[src/rtl/uart_load_ctrl.sv]
// ============================================================================
// Module  : uart_load_ctrl
// Purpose : Frame parser behind the UART receiver. It packs data bytes into
//           16-bit words and writes them into the weight or image buffer.
// Rev     : 1.0  initial release
// ============================================================================
`default_nettype none
`timescale 1ns/1ps

module uart_load_ctrl #(
    parameter int          ADDR_W    = 10,
    parameter int          MAX_WORDS = 512,
    parameter int          WGT_BASE  = 0,
    parameter int          IMG_BASE  = 512,
    parameter logic [7:0]  CMD_WGT   = 8'hA5,
    parameter logic [7:0]  CMD_IMG   = 8'h5A,
    parameter logic [19:0] TMO_CYC   = 20'd100000
) (
    input  logic              clk,
    input  logic              rst_n,
    input  logic              rx_done,
    input  logic [7:0]        rx_byte,
    output logic              mem_we,
    output logic [ADDR_W-1:0] mem_addr,
    output logic [15:0]       mem_wdata,
    output logic              mem_sel,
    output logic              busy,
    output logic              load_done,
    output logic              err,
    output logic [1:0]        err_code
);

    typedef enum logic [2:0] {
        S_IDLE    = 3'd0,
        S_LEN_HI  = 3'd1,
        S_LEN_LO  = 3'd2,
        S_DATA_HI = 3'd3,
        S_DATA_LO = 3'd4,
        S_DONE    = 3'd5,
        S_ERR     = 3'd6
    } state_t;

    state_t            state, state_nxt;
    logic [15:0]       len, len_nxt;
    logic [15:0]       word_idx, word_idx_nxt;
    logic [7:0]        hi_byte, hi_byte_nxt;
    logic [ADDR_W-1:0] base, base_nxt;
    logic [19:0]       timer, timer_nxt;
    logic              mem_we_nxt, mem_sel_nxt, busy_nxt, load_done_nxt, err_nxt;
    logic [ADDR_W-1:0] mem_addr_nxt;
    logic [15:0]       mem_wdata_nxt;
    logic [1:0]        err_code_nxt;
    logic              timed_state, timeout;
    logic [15:0]       len_full;

    assign timed_state = (state == S_LEN_HI) || (state == S_LEN_LO) ||
                         (state == S_DATA_HI) || (state == S_DATA_LO);
    // Timer counts idle cycles since the last consumed byte.
    assign timeout     = timed_state && !rx_done && (timer == TMO_CYC - 20'd1);
    assign len_full    = {len[15:8], rx_byte};

    always_comb begin
        state_nxt     = state;
        len_nxt       = len;
        word_idx_nxt  = word_idx;
        hi_byte_nxt   = hi_byte;
        base_nxt      = base;
        timer_nxt     = '0;
        mem_we_nxt    = 1'b0;
        mem_addr_nxt  = mem_addr;
        mem_wdata_nxt = mem_wdata;
        mem_sel_nxt   = mem_sel;
        load_done_nxt = 1'b0;
        err_nxt       = err;
        err_code_nxt  = err_code;

        if (timed_state && !rx_done)
            timer_nxt = timer + 20'd1;

        if (timeout) begin
            state_nxt    = S_ERR;
            err_nxt      = 1'b1;
            err_code_nxt = 2'b11;
        end else begin
            case (state)
                S_IDLE: begin
                    if (rx_done) begin
                        if (rx_byte == CMD_WGT || rx_byte == CMD_IMG) begin
                            state_nxt    = S_LEN_HI;
                            mem_sel_nxt  = (rx_byte == CMD_IMG);
                            base_nxt     = (rx_byte == CMD_IMG) ? ADDR_W'(IMG_BASE)
                                                                : ADDR_W'(WGT_BASE);
                            word_idx_nxt = '0;
                            err_nxt      = 1'b0;
                            err_code_nxt = 2'b00;
                        end else begin
                            err_nxt      = 1'b1;
                            err_code_nxt = 2'b01;
                        end
                    end
                end
                S_LEN_HI: begin
                    if (rx_done) begin
                        len_nxt   = {rx_byte, 8'h00};
                        state_nxt = S_LEN_LO;
                    end
                end
                S_LEN_LO: begin
                    if (rx_done) begin
                        len_nxt = len_full;
                        if (len_full == 16'd0) begin
                            state_nxt = S_DONE;
                        end else if (len_full > 16'(MAX_WORDS)) begin
                            state_nxt    = S_ERR;
                            err_nxt      = 1'b1;
                            err_code_nxt = 2'b10;
                        end else begin
                            state_nxt = S_DATA_HI;
                        end
                    end
                end
                S_DATA_HI: begin
                    if (rx_done) begin
                        hi_byte_nxt = rx_byte;
                        state_nxt   = S_DATA_LO;
                    end
                end
                S_DATA_LO: begin
                    if (rx_done) begin
                        mem_we_nxt    = 1'b1;
                        mem_wdata_nxt = {hi_byte, rx_byte};
                        mem_addr_nxt  = base + word_idx[ADDR_W-1:0];
                        word_idx_nxt  = word_idx + 16'd1;
                        state_nxt     = (word_idx == len - 16'd1) ? S_DONE : S_DATA_HI;
                    end
                end
                S_DONE: begin
                    load_done_nxt = 1'b1;
                    state_nxt     = S_IDLE;
                end
                S_ERR: begin
                    state_nxt = S_IDLE;
                end
                default: begin
                    state_nxt = S_IDLE;
                end
            endcase
        end

        busy_nxt = (state_nxt != S_IDLE);
    end

    always_ff @(posedge clk or negedge rst_n) begin
        if (!rst_n) begin
            state     <= S_IDLE;
            len       <= '0;
            word_idx  <= '0;
            hi_byte   <= '0;
            base      <= '0;
            timer     <= '0;
            mem_we    <= 1'b0;
            mem_addr  <= '0;
            mem_wdata <= '0;
            mem_sel   <= 1'b0;
            busy      <= 1'b0;
            load_done <= 1'b0;
            err       <= 1'b0;
            err_code  <= 2'b00;
        end else begin
            state     <= state_nxt;
            len       <= len_nxt;
            word_idx  <= word_idx_nxt;
            hi_byte   <= hi_byte_nxt;
            base      <= base_nxt;
            timer     <= timer_nxt;
            mem_we    <= mem_we_nxt;
            mem_addr  <= mem_addr_nxt;
            mem_wdata <= mem_wdata_nxt;
            mem_sel   <= mem_sel_nxt;
            busy      <= busy_nxt;
            load_done <= load_done_nxt;
            err       <= err_nxt;
            err_code  <= err_code_nxt;
        end
    end

endmodule

`default_nettype wire
[config.mk]
export PLATFORM = sky130hd
export DESIGN_NAME = uart_load_ctrl
export DESIGN_NICKNAME = d
export VERILOG_FILES = /design/src/rtl/uart_load_ctrl.sv
export SDC_FILE = /design/constraint.sdc
export NUM_CORES = 1
export LEC_CHECK = 0
export ABC_AREA = 0
export CAP_MARGIN = 10
export CELL_PAD_IN_SITES_DETAIL_PLACEMENT = 0
export CELL_PAD_IN_SITES_GLOBAL_PLACEMENT = 2
export CORE_ASPECT_RATIO = 1.2
export CORE_UTILIZATION = 30
export DETAILED_ROUTE_END_ITERATION = 12
export PLACE_DENSITY_LB_ADDON = 0.1
export SYNTH_ARGS = -nofsm -noshare
export SYNTH_HDL_FRONTEND = slang
export SYNTH_SLANG_ARGS = --single-unit
[constraint.sdc]
create_clock -name clk -period 2.19 [get_ports clk]
set_clock_uncertainty 0.05 [all_clocks]
set_input_delay 0.219 -clock clk [delete_from_list [all_inputs] [get_ports clk]]
set_output_delay 0.219 -clock clk [all_outputs]
set_load 0.05 [all_outputs]
=== Word level (Yosys, flattened, before mapping) ===
Cells that the tools add are included.

* Add/subtract/negate cells: 4
* Magnitude comparators: 1
* Equal/unequal tests: 18
* Muxes and demuxes: 39
* Bitwise operators: 2
* Reduce and logical (&&, ||, !) cells: 20

{| class="wikitable"
|+ Operators by type and width
! kind !! number
|-
| 16-bit two-way mux || 4
|-
| 16-bit case mux with 2 select lines || 2
|-
| 3-bit two-way mux || 10
|-
| 20-bit by 1-bit adder with 20-bit output (second input constant) || 1
|-
| 20-bit by 17-bit == test with 1-bit output (second input constant) || 1
|-
| 20-bit two-way mux || 1
|-
| 16-bit by 1-bit adder with 16-bit output (second input constant) || 1
|-
| 16-bit == test || 1
|-
| 16-bit by 10-bit > comparator with 1-bit output (second input constant) || 1
|-
| 16-bit zero test || 1
|-
| 16-bit by 1-bit subtractor with 16-bit output (second input constant) || 1
|-
| 3-bit case mux with 5 select lines || 1
|-
| 1-bit two-way mux || 12
|-
| 4-bit AND reduction || 3
|-
| 10-bit adder || 1
|-
| 10-bit two-way mux || 1
|-
| 2-bit two-way mux || 5
|-
| 2-bit != test (second input constant) || 5
|-
| 5-bit AND reduction || 2
|-
| 3-bit != test (second input constant) || 3
|-
| 8-bit by 7-bit == test with 1-bit output (second input constant) || 1
|-
| 8-bit == test (second input constant) || 1
|-
| 8-bit two-way mux || 1
|-
| 3-bit by 2-bit == test with 1-bit output (second input constant) || 2
|-
| other kinds (13) || 22
|}

* Bits in registers: 106
* Word-level logic and storage cells: 99

=== Longest topological paths before layout ===
Gate-level depths: netlist (run 1).

* Depth after elaboration: 8
* Gate-level depth with buffers: 10
* Gate-level depth less buffers: 9

=== Worst setup path after synthesis (run 1) ===
OpenSTA, ideal clock, no wires.

* Path kind: reg2reg
* From: register len[2]
* To: register state[2]
* Setup time: 80 ps
* Arrival time: 2102 ps
* Path slack: -42 ps
* Cell stages (with the launch flop): 9
* Buffers on the path: 1
* Period minus slack after synthesis: 2232 ps
* Cell sequence: dfrtp_1 > clkbuf_1 > nor4_2 > nand4b_1 > nor3_1 > xnor2_1 > nand4_1 > nor4_1 > a2bb2oi_1

* Longest elaborated chain between the ends: 6

{| class="wikitable"
|+ Ends and longest elaborated chain
! item !! RTL line !! source
|-
| from (decl) || 44 || <nowiki>logic [15:0] len, len_nxt;</nowiki>
|-
| from (signal assigned) || 171 || <nowiki>len <= len_nxt;</nowiki>
|-
| 16-bit by 1-bit subtractor with 16-bit output || 134 || <nowiki>state_nxt = (word_idx == len - 16'd1) ? S_DONE : S_DATA_HI;</nowiki>
|-
| 16-bit == test || 134 ||
|-
| 3-bit two-way mux || 134 ||
|-
| 3-bit two-way mux || 129 || <nowiki>if (rx_done) begin</nowiki>
|-
| 3-bit case mux with 5 select lines || 85 || <nowiki>case (state)</nowiki>
|-
| 3-bit two-way mux || 80 || <nowiki>if (timeout) begin</nowiki>
|-
| net state_nxt[2] || 43 || <nowiki>state_t state, state_nxt;</nowiki>
|-
| to (signal assigned) || 170 || <nowiki>state <= state_nxt;</nowiki>
|-
| to (decl) || 43 ||
|}

The timed path passes the listed nets, and every way through them passes these cells.
A chain may end at the register's enable or synchronous reset.

=== Final worst setup path (run 1) ===
* From: register len[1]
* To: register state[2]

The elaborated chain is that of the path after synthesis.

==> run_results.csv, run 1 <==
group,metric,value,unit
finish,area_delta_synth_final,33.1,%
power_and_ir_drop,sequentialPowerShare,35.0,%
worst_setup_path,cp_num_buf_inv,3,
worst_setup_path,path_cells,"buf_4, nor3_1, buf_4, nand4b_1, mux2i_1, mux2i_1, a21oi_1, nor4_2, buf_4, a2bb2oi_2",
power_and_ir_drop,switching_share,38.4,%
yosys,synth.top_cell.area_share,50.6,%
timing,finalCritPeriodShare,105,%
worst_setup_path,cp_max_fo,4,
timing,rsz0062_at_grt,"yes",
drt,wl_met3,250,um
yosys,synthCells,513,
finish,antennaDiodeCount,0,
yosys,netlist-cell-type-count,47,
place,gp_congestion,0.793,
clock_network,clock_latency,0.35,ns
clock_network,root_buffer,"clkbuf_16",
power_and_ir_drop,clkPwrFrac,24.0,%
finish,final_cell_mix,"117 x nand2_1, 96 x dfrtp_1, 70 x buf_4",
global_routing,grtUsageTotal,17.1,%
finish,postLayoutCoreUtil,40.7,%
yosys,seq_area_frac_synth,50.6,%
power_and_ir_drop,ir_drop,0.548,mV
timing,finalSetupViolations,2,
yosys,syn_area,4750,sq um
global_routing,first_global_vias,3949,
floorplanning,core,15500,sq um
power_and_ir_drop,power.leakage,2.80,nW
clock_network,cts_htree_levels,3,
floorplanning,die_w,117,um
drt,m1WireLength,6.00,mm
floorplanning,die_y,140,um
timing,tightest_slew,0.505,ns
timing,finalHoldViolCount,0,
drt,vias_per_cell,4.71,
worst_setup_path,worst_path_largest_cell_delay,0.42,ns
job,maxCapViolCount,0,
clock_network,cts_buffers,9,
drt,drc,0,
drt,routed.top_layer,"met4",
drt,detail-route-antenna-nets,0,
drt,num_vias,3899,
drt,route.met2.wl,6.36,mm
floorplanning,initial_utilization,30.6,%
yosys,synth_area_leaders,"dfrtp_1 51%, nand2_1 9.3%, xnor2_1 4.4%",
yosys,synth-seq-cells,96,
yosys,synth_edf_count,0,
worst_setup_path,cp_common_cell,"buf_4",
timing,fmaxAchievable,437,MHz
global_routing,grt_max_degree,40,
finish,fin_nets,629,
power_and_ir_drop,switching_power,2.81,mW
worst_setup_path,crit_path_end_kind,"register",
worst_setup_path,cpMaxStageDelayCell,"dfrtp_1",
place,pre_cts_ws,-0.405,ns
yosys,yosysTopAreaCell,"dfrtp_1",
floorplanning,ios,44,
worst_setup_path,worst_path_dominant_cell_family,"simple AND/OR/NAND/NOR gates",
place,hpwl,9.45,mm
worst_setup_path,worstPathRequired,2.42,ns
yosys,async_reset_ff_share,100,%
power_and_ir_drop,total_power,7.31,mW
global_routing,grt_overflow,0,
power_and_ir_drop,pwr-share-comb,41.0,%
global_routing,grt_pass1_wl,20.9,mm
min_path,hold_path.class,"in2async",
drt,drt_wl_total,12.9,mm
timing,relSlewSlack,66.2,%
global_routing,antenna_found_initial,0,
floorplanning,num_rows,50,
worst_setup_path,crit_type,"reg2reg",
clock_network,cts_tree,"built",
worst_setup_path,arrival,2.52,ns
floorplanning,dieArea,16300,sq um
clock_network,cts_sinks,96,
power_and_ir_drop,pwr_density_cell,1160,nW/um^2
drt,routedWlPerCell,15.6,um
clock_network,clk_pin_slew,0.07,ns
place,port_buffers,43,
clock_network,max-clock-path-buffers,2,
yosys,synth_area_per_cell,9.25,sq um
drt,dr.pass1.iters,4,
yosys,synth_nets,527,
yosys,ys.warnings.count,0,
finish,final_common_cell,"nand2_1",
timing,post-route-min-period,2.29,ns
yosys,synth_flop_cell,"dfrtp_1",
outcome,status,"finished, violations left",
finish,drive_gt1_share,20.2,%
drt,first_iter_violations,146,
timing,finalMaxSlewViolations,0,
worst_setup_path,start_kind,"register",
outcome,failed_checks,"setup timing",
timing,setup_slack,-0.100,ns
timing,whs,0.303,ns
power_and_ir_drop,p_int,4.51,mW
## routing by layer
layer / track usage (%) / up-vias
met5: 0 / -
met4: 7.86 / 0
met3: 2.35 / 15
met2: 27.7 / 40
met1: 22.4 / 1911
li1: - / 1933
## cells in the mapped netlist, drive strengths merged, types with 5 or more instances
library cell,count
nor4,9
o21ai,26
mux2,16
a21oi,17
nand3,20
xor2,24
inv,11
clkbuf,21
nand2,117
nor2,49
nor3,17
xnor2,24
or3,5
nor2b,8
dfrtp,96
nand4,12
## per-stage QoR
step	TNS [ns]	instances	cell area [sq um]
2_1_floorplan	0	513	4760
3_3_place_gp	-4.16	809	5900
3_5_place_dp	-4.71	809	5900
4_1_cts	-0.477	828	6270
5_1_grt	-0.546	828	6320
6_report	-0.176	828	6320
## sequential cells by signal (all words and copies together) (netlist names), 2 cells and up
name,flops
timer,20
len,16
mem_wdata,16
word_idx,16
mem_addr,10
hi_byte,8
state,3
err_code,2
## repair_timing
| item | CTS | global route |
|---|---|---|
| pin swaps | 7 | 9 |
| buffers inserted | 2 | 1 |
| hold buffers | 1 | 0 |
| resized for setup | 6 | 7 |
| endpoints found under the hold margin | 28 | 0 |
| cloned | 0 | 0 |
| endpoints found under the setup margin | 5 | 6 |
## power by group through the flow
stage	Clock, mW	Combinational (mW)	Sequential, mW
floorplan	0	1.18	3.16
global placement	0	2.94	2.57
detailed placement	0	2.98	2.57
CTS	1.82	3.00	2.55
global route	1.87	3.26	2.62
finish	1.76	3.00	2.56
## worst reg2reg max path, stage by stage (launching register included)
cell and delay [ns]:
dfrtp_1 0.42, buf_4 0.15, nor3_1 0.25, buf_4 0.16, nand4b_1 0.18, mux2i_1 0.17, mux2i_1 0.15, a21oi_1 0.10
nor4_2 0.29, buf_4 0.17, a2bb2oi_2 0.12
## cells by family after synthesis
group           share of synthesized area (%)
mux                                      4.43
fa+ha+maj                               0.791
buf+inv                                  2.77
flops                                    50.6
compound gates                           7.57
simple gates                             25.0
xor+xnor                                 8.86
## area by class of cell
cell class / instances / area [sq um]
fillers: 1631 / 9200
flip-flops and latches: 96 / 2400
multi-input cells: 382 / 2290
repair buffers: 115 / 995
well taps: 208 / 260
clock buffers: 10 / 239
clock inverters: 6 / 90.1
inverters: 11 / 41.3
## path summary, 6_finish.rpt
check,from,endpoint,slack [ns],cells past startpoint
max,len[1],state[2],-0.10,10
min,rst_n,mem_addr[4],0.30,2
max reg2reg,len[1],state[2],-0.10,10
min reg2reg,hi_byte[6],mem_wdata[14],0.42,2
max in group asynchronous,rst_n,len[2],1.15,3
min in group clk,rx_byte[1],mem_wdata[1],0.41,4
No activity file was read; power rests on OpenSTA's default activity.
==> inputs of run 2 (changes only) <==
SETUP_SLACK_MARGIN = 0.2   (was not set)
clock period = 1.88 ns   (was 2.19 ns; I/O delays follow)
==> run 2 against run 1 <==
The flow still finishes with violations (setup timing). Wire length up 2.0%. Sequential share of layout area down 2.3 points. Register-to-register slack worse by 0.33 ns. Sequential cell count is the same. Setup slack worse by 0.33 ns. Largest cell class is now multi-input gates. Highest routed layer unchanged.
==> run_results.csv, run 2 (same netlist as run 1, synthesis figures left out) <==
group,metric,value,unit
drt,num_vias,3983,
outcome,failed_checks,"setup timing",
worst_setup_path,worst_path_dominant_cell_family,"simple AND/OR/NAND/NOR gates",
worst_setup_path,endpoint,"state[2]",
timing,relSlewSlack,63.6,%
worst_setup_path,crit_type,"reg2reg",
finish,fillerInstances,1618,
place,port_buffers,43,
worst_setup_path,r2r_cells,9,
worst_setup_path,worst-path-stages,9,
floorplanning,die_y,140,um
clock_network,root_buffer,"clkbuf_16",
power_and_ir_drop,sequentialPowerShare,35.4,%
worst_setup_path,r2r_end,"state[2]",
floorplanning,dieArea,16300,sq um
drt,dr.pass1.iters,4,
finish,seq_area,2400,sq um
worst_setup_path,crit_path_end_kind,"register",
timing,finalSetupViolations,4,
worst_setup_path,cp_max_fo,4,
clock_network,cts_sinks,96,
timing,setup-tns-final,-0.863,ns
worst_setup_path,cp-startpoint,"len[5]",
floorplanning,initial_utilization,30.6,%
finish,multi_input_area,2490,sq um
outcome,status,"finished, violations left",
power_and_ir_drop,power.leakage,3.20,nW
finish,postLayoutCoreUtil,43.4,%
finish,largest_register,"timer",
clock_network,cts_htree_levels,3,
finish,antennaDiodeCount,0,
worst_setup_path,start_kind,"register",
clock_network,max-clock-path-buffers,2,
floorplanning,core,15500,sq um
finish,fin_nets,662,
global_routing,grt_pass1_wl,21.8,mm
worst_setup_path,reg2reg_slack,-0.43,ns
power_and_ir_drop,switching_share,40.1,%
timing,tightest_slew,0.546,ns
timing,finalMaxSlewViolations,0,
clock_network,clock_latency,0.35,ns
worst_setup_path,cp_num_buf_inv,2,
job,maxCapViolCount,0,
worst_setup_path,path_cells,"nor4_4, buf_4, nand4b_1, mux2i_1, mux2i_1, a21oi_2, nor4_2, buf_4, a2bb2oi_2",
power_and_ir_drop,pwr-share-comb,43.3,%
power_and_ir_drop,p_int,5.03,mW
clock_network,cts_tree,"built",
timing,setup_slack,-0.428,ns
finish,drive_gt1_share,30.5,%
worst_setup_path,arrival,2.55,ns
global_routing,antenna_found_initial,0,
drt,drc,0,
floorplanning,die_w,117,um
worst_setup_path,worstPathRequired,2.12,ns
power_and_ir_drop,pwr_density_cell,1250,nW/um^2
timing,rsz0062_at_grt,"yes",
power_and_ir_drop,ir_drop,0.654,mV
power_and_ir_drop,switching_power,3.38,mW
drt,routedWlPerCell,15.3,um
drt,vias_per_cell,4.63,
place,hpwl,9.35,mm
global_routing,first_global_vias,4177,
global_routing,grt_overflow,0,
drt,detail-route-antenna-nets,0,
drt,drt_wl_total,13.2,mm
power_and_ir_drop,total_power,8.41,mW
timing,finalCritPeriodShare,123,%
global_routing,grtUsageTotal,17.6,%
worst_setup_path,worst_path_largest_cell_delay,0.41,ns
drt,first_iter_violations,154,
clock_network,clk_pin_slew,0.07,ns
worst_setup_path,timing.rr.start,"len[5]",
floorplanning,ios,44,
power_and_ir_drop,clkPwrFrac,21.3,%
finish,final_cell_mix,"111 x nand2_1, 94 x dfrtp_1, 92 x buf_4",
clock_network,cts_buffers,9,
finish,area_delta_synth_final,41.8,%
worst_setup_path,cpMaxStageDelayCell,"dfrtp_1",
timing,post-route-min-period,2.31,ns
global_routing,grt_max_degree,97,
finish,largest_register_ffs,20,
finish,final_common_cell,"nand2_1",
min_path,hold_path.class,"in2reg",
floorplanning,num_rows,50,
place,gp_congestion,0.788,
timing,fmaxAchievable,433,MHz
timing,finalHoldViolCount,0,
## run 2: how the worst min path moves through the flow
stage,start,to,cells after the start
CTS,rx_byte[7],mem_wdata[7],4
floorplan,rst_n,base[9],0
global route,rx_byte[2],mem_wdata[2],4
finish,rx_byte[2],mem_wdata[2],4
detailed placement,rst_n,timer[10],2
global placement,rst_n,timer[12],2
## run 2: timing repair
item                                   4_1_cts  5_1_grt
hold buffers                                 1        0
pin swaps                                   26       15
endpoints found under the hold margin       96        0
setup endpoints to repair                   79       51
resized for setup                           93       30
setup buffers                               10        6
## run 2: power by group through the flow
| stage | sequential (mW) | clock, mW | combinational [mW] |
|---|---|---|---|
| 2_1_floorplan | 3.71 | 0 | 1.43 |
| 3_3_place_gp | 3.02 | 0 | 3.63 |
| 3_5_place_dp | 3.04 | 0 | 3.67 |
| 4_1_cts | 2.99 | 1.87 | 3.64 |
| 5_1_grt | 3.06 | 1.95 | 3.97 |
| 6_report | 2.98 | 1.79 | 3.64 |
## run 2: per-stage QoR
| stage | setup slack (ns) | std cells | cell area [sq um] | hold slack, ns |
|---|---|---|---|---|
| 2_1_floorplan | -0.135 | 513 | 4820 | -0.158 |
| 3_5_place_dp | -0.577 | 828 | 6110 | 0.253 |
| 6_report | -0.428 | 861 | 6730 | 0.111 |
| 4_1_cts | -0.465 | 855 | 6560 | 0.115 |
| 3_3_place_gp | -0.531 | 828 | 6110 | 0.245 |
| 5_1_grt | -0.600 | 861 | 6730 | 0.114 |
## run 2: layer usage
layer | up-vias | share of wire [%] | GRT usage, %
met4 | 0 | 2.6 | 7.53
li1 | 2003 | - | -
met1 | 1916 | 45 | 22.7
met2 | 46 | 50 | 28.7
met3 | 18 | 2.7 | 3.22
met5 | - | 0 | 0
## run 2: layout make-up
| cell class | instances | share of cell area (%) |
|---|---|---|
| repair buffers | 148 | 18.6 |
| inverters | 11 | 0.669 |
| clock inverters | 7 | 0.799 |
| multi-input cells | 382 | 37.0 |
| flip-flops and latches | 96 | 35.7 |
| clock buffers | 9 | 3.35 |
| well taps | 208 | 3.87 |
## run 2: worst register-to-register path, stage by stage, from the launching register on
cell	delay, ns
dfrtp_1	0.41
nor4_4	0.38
buf_4	0.18
nand4b_1	0.19
mux2i_1	0.17
mux2i_1	0.19
a21oi_2	0.09
nor4_2	0.29
buf_4	0.17
a2bb2oi_2	0.12
